`src/rtl/space_pkg.sv`:
```
// rtl/space_pkg.sv - shared playfield constants, coordinate defaults and laser FSM states
package space_pkg;

  localparam int CORDW   = 10;
  localparam int START_Y = 392;
  localparam int TOP_Y   = 16;
  localparam int H_RES   = 640;
  localparam int V_RES   = 480;

  typedef enum logic {
    IDLE,
    FLY
  } laser_state_e;

endpackage

```
`src/rtl/rect_hit.sv`:
```
// rtl/rect_hit.sv - combinational point-in-rectangle test, one bit wider than coordinates
module rect_hit #(
  parameter int CORDW = 10
) (
  input  logic [CORDW-1:0] x,
  input  logic [CORDW-1:0] y,
  input  logic [CORDW-1:0] left,
  input  logic [CORDW-1:0] top,
  input  logic [CORDW-1:0] w,
  input  logic [CORDW-1:0] h,
  output logic             in
);

  // Extra bit keeps left+w from wrapping at the right/bottom edge of the coordinate space
  logic [CORDW:0] x_e, y_e, left_e, top_e, right_e, bottom_e;

  assign x_e      = {1'b0, x};
  assign y_e      = {1'b0, y};
  assign left_e   = {1'b0, left};
  assign top_e    = {1'b0, top};
  assign right_e  = left_e + {1'b0, w};
  assign bottom_e = top_e + {1'b0, h};

  assign in = (x_e >= left_e) && (x_e < right_e) && (y_e >= top_e) && (y_e < bottom_e);

endmodule

```
`src/rtl/player_laser.sv`:
```
// rtl/player_laser.sv - single-shot player laser; PLAYER_LASER_QUEUE_EN adds a one-entry pending shot
module player_laser #(
  parameter int LASER_W = 2,
  parameter int LASER_H = 8,
  parameter int START_Y = space_pkg::START_Y,
  parameter int TOP_Y   = space_pkg::TOP_Y,
  parameter int SPEED   = 4,
  parameter int CORDW   = space_pkg::CORDW
) (
  input  logic             clk_i,
  input  logic             reset_i,
  input  logic             frame_i,
  input  logic             fire_i,
  input  logic [CORDW-1:0] gun_pos_i,
  input  logic             hit_i,
  input  logic [CORDW-1:0] x_i,
  input  logic [CORDW-1:0] y_i,
  output logic             laser_active_o,
  output logic [CORDW-1:0] laser_x_o,
  output logic [CORDW-1:0] laser_y_o,
  output logic             laser_area_o,
  output logic             retire_o
);

  import space_pkg::*;

  localparam logic [CORDW-1:0] HALF_W   = CORDW'(LASER_W / 2);
  localparam logic [CORDW-1:0] STEP     = CORDW'(SPEED);
  localparam logic [CORDW-1:0] EXPIRE_Y = CORDW'(TOP_Y + SPEED);
  localparam logic [CORDW-1:0] LAUNCH_Y = CORDW'(START_Y);

  laser_state_e     state, state_n;
  logic [CORDW-1:0] x_q, x_n, y_q, y_n;
  logic             retire_q, retire_n;
  logic             launch;
  logic [CORDW-1:0] launch_col;
  logic             in_rect;

`ifdef PLAYER_LASER_QUEUE_EN
  logic             pend_q, pend_n;
  logic [CORDW-1:0] pend_col_q, pend_col_n;

  // A stored shot takes precedence over a fresh fire_i when the FSM is idle
  assign launch     = pend_q || fire_i;
  assign launch_col = pend_q ? pend_col_q : gun_pos_i;

  always_comb begin
    pend_n     = pend_q;
    pend_col_n = pend_col_q;
    if (state == IDLE && pend_q) begin
      pend_n = 1'b0;
    end else if (state == FLY && fire_i && !pend_q) begin
      pend_n     = 1'b1;
      pend_col_n = gun_pos_i;
    end
  end

  always_ff @(posedge clk_i) begin
    if (reset_i) begin
      pend_q     <= 1'b0;
      pend_col_q <= '0;
    end else begin
      pend_q     <= pend_n;
      pend_col_q <= pend_col_n;
    end
  end
`else
  assign launch     = fire_i;
  assign launch_col = gun_pos_i;
`endif

  always_comb begin
    state_n  = state;
    x_n      = x_q;
    y_n      = y_q;
    retire_n = 1'b0;
    case (state)
      IDLE: begin
        if (launch) begin
          state_n = FLY;
          y_n     = LAUNCH_Y;
          x_n     = (launch_col < HALF_W) ? '0 : launch_col - HALF_W;
        end
      end
      FLY: begin
        if (hit_i) begin
          state_n  = IDLE;
          retire_n = 1'b1;
        end else if (frame_i) begin
          if (y_q < EXPIRE_Y) begin
            state_n  = IDLE;
            retire_n = 1'b1;
          end else begin
            y_n = y_q - STEP;
          end
        end
      end
    endcase
  end

  always_ff @(posedge clk_i) begin
    if (reset_i) begin
      state    <= IDLE;
      x_q      <= '0;
      y_q      <= '0;
      retire_q <= 1'b0;
    end else begin
      state    <= state_n;
      x_q      <= x_n;
      y_q      <= y_n;
      retire_q <= retire_n;
    end
  end

  rect_hit #(
    .CORDW(CORDW)
  ) u_rect (
    .x   (x_i),
    .y   (y_i),
    .left(x_q),
    .top (y_q),
    .w   (CORDW'(LASER_W)),
    .h   (CORDW'(LASER_H)),
    .in  (in_rect)
  );

  assign laser_active_o = (state == FLY);
  assign laser_x_o      = x_q;
  assign laser_y_o      = y_q;
  assign retire_o       = retire_q;
  assign laser_area_o   = (state == FLY) && in_rect;

endmodule

```
`config.mk`:
```
export PLATFORM = sky130hd
export DESIGN_NAME = player_laser
export DESIGN_NICKNAME = d
export VERILOG_FILES = /design/src/rtl/space_pkg.sv /design/src/rtl/rect_hit.sv /design/src/rtl/player_laser.sv
export SDC_FILE = /design/constraint.sdc
export NUM_CORES = 1
export LEC_CHECK = 0
export BUFFER_PORTS_ARGS = -buffer_cell sky130_fd_sc_hd__buf_2
export CAP_MARGIN = 20
export CORE_MARGIN = 2
export CORE_UTILIZATION = 40
export CTS_BUF_LIST = sky130_fd_sc_hd__clkbuf_4
export CTS_CLUSTER_DIAMETER = 150
export DETAILED_ROUTE_END_ITERATION = 12
export HOLD_SLACK_MARGIN = 0.02
export MAX_ROUTING_LAYER = met4
export PLACE_DENSITY = 0.62
export SLEW_MARGIN = 25
export SYNTH_ARGS = -nofsm -noshare
export SYNTH_HDL_FRONTEND = slang
export SYNTH_SLANG_ARGS = --single-unit
```
`constraint.sdc`:
```
create_clock -name clk_i -period 2.85 [get_ports clk_i]
set_input_delay 0.4275 -clock clk_i [delete_from_list [all_inputs] [get_ports clk_i]]
set_output_delay 0.4275 -clock clk_i [all_outputs]
set_load 0.02 [all_outputs]
```
=== Word level (Yosys, flattened, before mapping) ===
Index checks and enable logic that the tools add are counted.

* Output and inout bits: 23
* Register bits: 22
* Bits of input ports: 35

* Multiplexer cells: 14
* Eq/ne operators: 4
* Add/sub/neg operators: 4
* Bitwise logic cells: 1
* Magnitude comparators: 6
* Reduce and logical (&&, ||, !) cells: 7

{| class="wikitable"
|+ Operators by type and width
! cell !! count
|-
| two-way mux 10 bit || 5
|-
| less-than comparator 10 x 11 -> 1 bit || 2
|-
| >= comparator 10 bit || 2
|-
| one-hot mux 10 bit (2 select lines) || 1
|-
| adder 10 x 2 -> 11 bit, second input constant || 1
|-
| adder 10 x 4 -> 11 bit, second input constant || 1
|-
| less-than comparator 10 x 1 -> 1 bit, second input constant || 1
|-
| less-than comparator 10 x 5 -> 1 bit, second input constant || 1
|-
| subtractor 10 x 1 -> 10 bit, second input constant || 1
|-
| subtractor 10 x 3 -> 10 bit, second input constant || 1
|-
| inequality test 2 bit, second input constant || 4
|-
| two-way mux 1 bit || 7
|-
| logical AND 1 bit || 4
|-
| AND reduction 4 bit || 1
|-
| one-hot mux 1 bit (2 select lines) || 1
|-
| AND reduction 2 bit || 1
|-
| OR reduction 2 bit || 1
|-
| inverter 1 bit || 1
|}

=== Depth between registers and ports, before layout ===
* Depth in word-level cells: 6
* Mapped depth: 10
* Gate-level depth less buffers: 10

=== Cells and area by module ===
Synthesis repeated with hierarchy kept, for this count alone.

* Cells, all modules: 323
* Area, all modules: 2603.7 µm²

{| class="wikitable"
|+ Modules (own cells, without submodules)
! module !! sequential area each (µm²) !! area each (µm²) !! times used !! cells each
|-
| rect_hit || 0.0 || 1617.8 || 1 || 209
|-
| player_laser || 400.4 || 985.9 || 1 || 114
|}

=== Worst setup path after synthesis ===
No wires, ideal clock.

* Path type: register -> output
* From: register y_q[3] (netlist: laser_y_o[3])
* To: output port laser_area_o
* Cell stages (with the launch flop): 9
* Arrival time: 2.561 ns
* Path slack: -0.138 ns
* Cells stage by stage: dfxtp_1 > ha_1 > nand3_1 > xnor2_1 > ha_1 > a2111o_1 > a31oi_1 > a21oi_1 > nor4_1

* Word-level cells in the longest chain between the ends: 4

{| class="wikitable"
|+ RTL lines
! what !! line !! RTL
|-
| start, declared || player_laser.sv:33 || <nowiki>logic [CORDW-1:0] x_q, x_n, y_q, y_n;</nowiki>
|-
| start signal, assigned || player_laser.sv:110 || <nowiki>y_q <= y_n;</nowiki>
|-
| adder 10 x 4 -> 11 bit / >= comparator 10 bit (equally long branches) || rect_hit.sv:22, rect_hit.sv:24 ||
|-
| less-than comparator 10 x 11 -> 1 bit / logical AND 1 bit (equally long branches) || rect_hit.sv:24 || <nowiki>assign in = (x_e >= left_e) && (x_e < right_e) && (y_e >= top_e) && (y_e < bottom_e);</nowiki>
|-
| logical AND 1 bit (*) || rect_hit.sv:24 ||
|-
| logical AND 1 bit (*) || player_laser.sv:131 || <nowiki>assign laser_area_o = (state == FLY) && in_rect;</nowiki>
|-
| end, declared || player_laser.sv:21 || <nowiki>output logic laser_area_o,</nowiki>
|}

Every way passes the cells marked *; elsewhere a longest branch is shown, timed or not.

=== Final worst setup path ===
* From: register x_q[2] (netlist: laser_x_o[2])
* To: output port laser_area_o

* Word-level cells in the longest chain between the ends: 6

{| class="wikitable"
|+ RTL lines
! what !! line !! RTL
|-
| start, declared || player_laser.sv:33 ||
|-
| start signal, assigned || player_laser.sv:109 || <nowiki>x_q <= x_n;</nowiki>
|-
| adder 10 x 2 -> 11 bit || rect_hit.sv:21 || <nowiki>assign right_e = left_e + {1'b0, w};</nowiki>
|-
| less-than comparator 10 x 11 -> 1 bit || rect_hit.sv:24 ||
|-
| logical AND 1 bit (*) (3 in series) || rect_hit.sv:24 ||
|-
| logical AND 1 bit (*) || player_laser.sv:131 ||
|}

Marked as above.

==> impl_metrics.env <==
export IMPL_run_status="completed"
export IMPL_grt_start_max_net_pins=15
export IMPL_fmaxAchievable_mhz=355
export IMPL_instances_no_fill=362
export IMPL_avgSynthCellArea_um2=8.49
export IMPL_dr_wl_met2_mm=2.02
export IMPL_p_leak_uw=0.00109
export IMPL_die_h_um=74.3
export IMPL_cp_buffers_inverters=1
export IMPL_clock_sinks=20
export IMPL_synth_seq_cells=20
export IMPL_port_buffers=53
export IMPL_gr_total_overflow=0
export IMPL_post_drt_wl_per_cell_um=12.5
export IMPL_pin_count=58
export IMPL_period_share=0.989
export IMPL_path_class="reg2out"
export IMPL_fin_nets=371
export IMPL_wl_met3_um=209
export IMPL_dpl_hpwl_mm=3.77
export IMPL_drt_met1_wl_mm=2.29
export IMPL_rsz0062_at_grt="yes"
export IMPL_slew_viol_final=0
export IMPL_routed_via_density=4.91
export IMPL_cts_tree="built"
export IMPL_regArea_um2=413
export IMPL_placed_cell_area_um2=2320
export IMPL_final_min_clock_period_ps=2820
export IMPL_multi_input_area_um2=1530
export IMPL_antennaDiodeCount=0
export IMPL_root_buffer="clkbuf_4"
export IMPL_ir_drop_mv=0.202
export IMPL_netlist_area_um2=1980
export IMPL_placement_rows=25
export IMPL_yosys_warnings=0
export IMPL_hold_violations=0
export IMPL_vias=1778
export IMPL_reg2reg_from="laser_y_o[3]"
export IMPL_start_util=0.416
export IMPL_slowest_stage="dfxtp_2"
export IMPL_clock_path_buffers=2
export IMPL_clk_pin_slew_ps=110
export IMPL_finalPower_uw=797
export IMPL_path_delay_family="simple AND/OR/NAND/NOR gates"
export IMPL_drv_cap=0
export IMPL_fillers=472
export IMPL_critPathLaunch="laser_x_o[2]"
export IMPL_area_delta_synth_final_pct=26.1
export IMPL_tns_ps=0
export IMPL_numCtsBuffers=3
export IMPL_synth_flop_cell="dfxtp_1"
export IMPL_final_cell_mix="52 x buf_2, 38 x ha_1, 23 x inv_1, 23 x xnor2_1, 15 x a21oi_1"
export IMPL_clk_latency_ps=300
export IMPL_drive_gt1_frac=0.332
export IMPL_dieArea_um2=5520
export IMPL_path_max_fanout=3
export IMPL_finClkSkew_ps=8.18
export IMPL_htree_levels=1
export IMPL_p_per_area_nw_per_um2=320
export IMPL_setup_violations=0
export IMPL_final_common_cell="buf_2"
export IMPL_startpoint_type="flip-flop"
export IMPL_arrival_ps=2390
export IMPL_cpPeakStageDelay_ps=360
export IMPL_wl_mm=4.54
export IMPL_ys_types=48
export IMPL_final_cell_area_um2=2490
export IMPL_required_ps=2420
export IMPL_gp_congestion=0.785
export IMPL_async_reset_ff_frac=0
export IMPL_highest_layer="met4"
export IMPL_final_antenna_net_count=0
export IMPL_die_w_um=74.3
export IMPL_drc=0
export IMPL_drtIter0Drc=53
export IMPL_worstHoldStart="gun_pos_i[0]"
export IMPL_end_kind="output port"
export IMPL_antenna_found_initial=0
export IMPL_tightest_slew_ps=517
export IMPL_grt_pass1_wl_mm=7.65
export IMPL_yosysSeqAreaShare=0.202
export IMPL_grtUsageTotal=0.178
export IMPL_dr_pass1_iters=4
export IMPL_path_cells="and3_4, nand3_4, nor3_2, xnor2_1, ha_1, a21o_1, a21oi_2, o221ai_2, nor4_2, buf_4"
export IMPL_synth_edff_count=0
export IMPL_hold_path_class="in2reg"
export IMPL_dp_cells=352
export IMPL_syn_instance_count=233
export IMPL_slew_headroom=0.656
export IMPL_core_region_area_um2=4750
export IMPL_grt_pass1_vias=1710
==> cell type report <==
cell class,instances,share of cell area
Multi-Input combinational cell,183,0.612
Sequential cell,20,0.165
Timing Repair Buffer,64,0.140
Inverter,24,0.0376
Tap cell,67,0.0336
Clock buffer,3,0.00903
Clock inverter,1,0.00150
==> kinds of logic (layout without fill, tap and decap cells) <==
group,count (synthesis),in the layout,synth area share
and+or+nand+nor,61,61,0.170
AOI/OAI and AO/OA,54,54,0.183
adders and majority gates,40,40,0.253
buffers and inverters,31,92,0.0746
xor gates and xnor gates,26,26,0.115
DFF,20,20,0.202
other,1,2,0.00190
==> worst reg2reg max path, delay by kind of cell, from the launching register on <==
family / cells / cell delay (ps)
compound gates: 3 / 680
flops: 1 / 390
simple gates: 1 / 260
fa+ha+maj: 1 / 230
buf+inv: 2 / 190
xor+xnor: 1 / 180
==> sequential cells by signal, indices dropped and copies added, names as in the netlist <==
name	flops
laser_x_o	10
laser_y_o	8
laser_active_o	1
retire_o	1
==> synth_stat cells (2+ instances only) <==
| cell type | instances | area share |
|---|---|---|
| nor2_1 | 13 | 0.025 |
| a21oi_1 | 18 | 0.046 |
| a21boi_0 | 2 | 0.0076 |
| inv_1 | 24 | 0.046 |
| ha_1 | 40 | 0.25 |
| buf_6 | 2 | 0.011 |
| or3b_2 | 2 | 0.0089 |
| xor2_1 | 3 | 0.013 |
| nor3_1 | 8 | 0.020 |
| nand3_1 | 9 | 0.023 |
| o22ai_1 | 11 | 0.035 |
| dfxtp_1 | 20 | 0.20 |
| nand2b_1 | 3 | 0.0095 |
| o2111ai_1 | 2 | 0.0089 |
| nand2_1 | 9 | 0.017 |
| buf_4 | 2 | 0.0076 |
| nor4_1 | 3 | 0.0095 |
| a21o_1 | 3 | 0.011 |
| and3_1 | 3 | 0.0095 |
| a211oi_1 | 3 | 0.011 |
| xnor2_1 | 23 | 0.10 |
| o21ai_0 | 4 | 0.010 |
==> report_power, final <==
part	switching (µW)	internal, µW
combinational	185	153
sequential	23.0	299
clock	85.5	50.9
total	294	503
==> worst paths after layout <==
| check | to | slack [ps] | depth (start not counted) |
|---|---|---|---|
| max reg2reg | laser_y_o[7] | 820 | 8 |
| min | laser_x_o[0] | 330 | 2 |
| max | laser_area_o | 30 | 10 |
| min reg2reg | laser_x_o[0] | 510 | 2 |
==> stage by stage <==
step | util | hold WS (ps) | setup WS (ps)
2_1_floorplan | - | 522 | 61.1
3_3_place_gp | 0.487 | 486 | 102
3_5_place_dp | 0.487 | 491 | 88.5
4_1_cts | 0.522 | 323 | -1.95
5_1_grt | 0.525 | 327 | -143
6_report | 0.525 | 329 | 31.1
==> metal layers <==
layer  up-vias  GRT usage
met1       777      0.260
li1        963          -
met3         2     0.0190
met5         -          -
met4         0     0.0317
met2        36      0.270
==> repair_timing <==
item                       in CTS  in global routing
gates resized for setup        28                  3
pin swaps                      12                  0
hold buffers                    0                  0
setup endpoints to repair       1                  1
buffers inserted                6                  0
gates cloned                    0                  0
No activity file was read; power rests on OpenSTA's default activity.
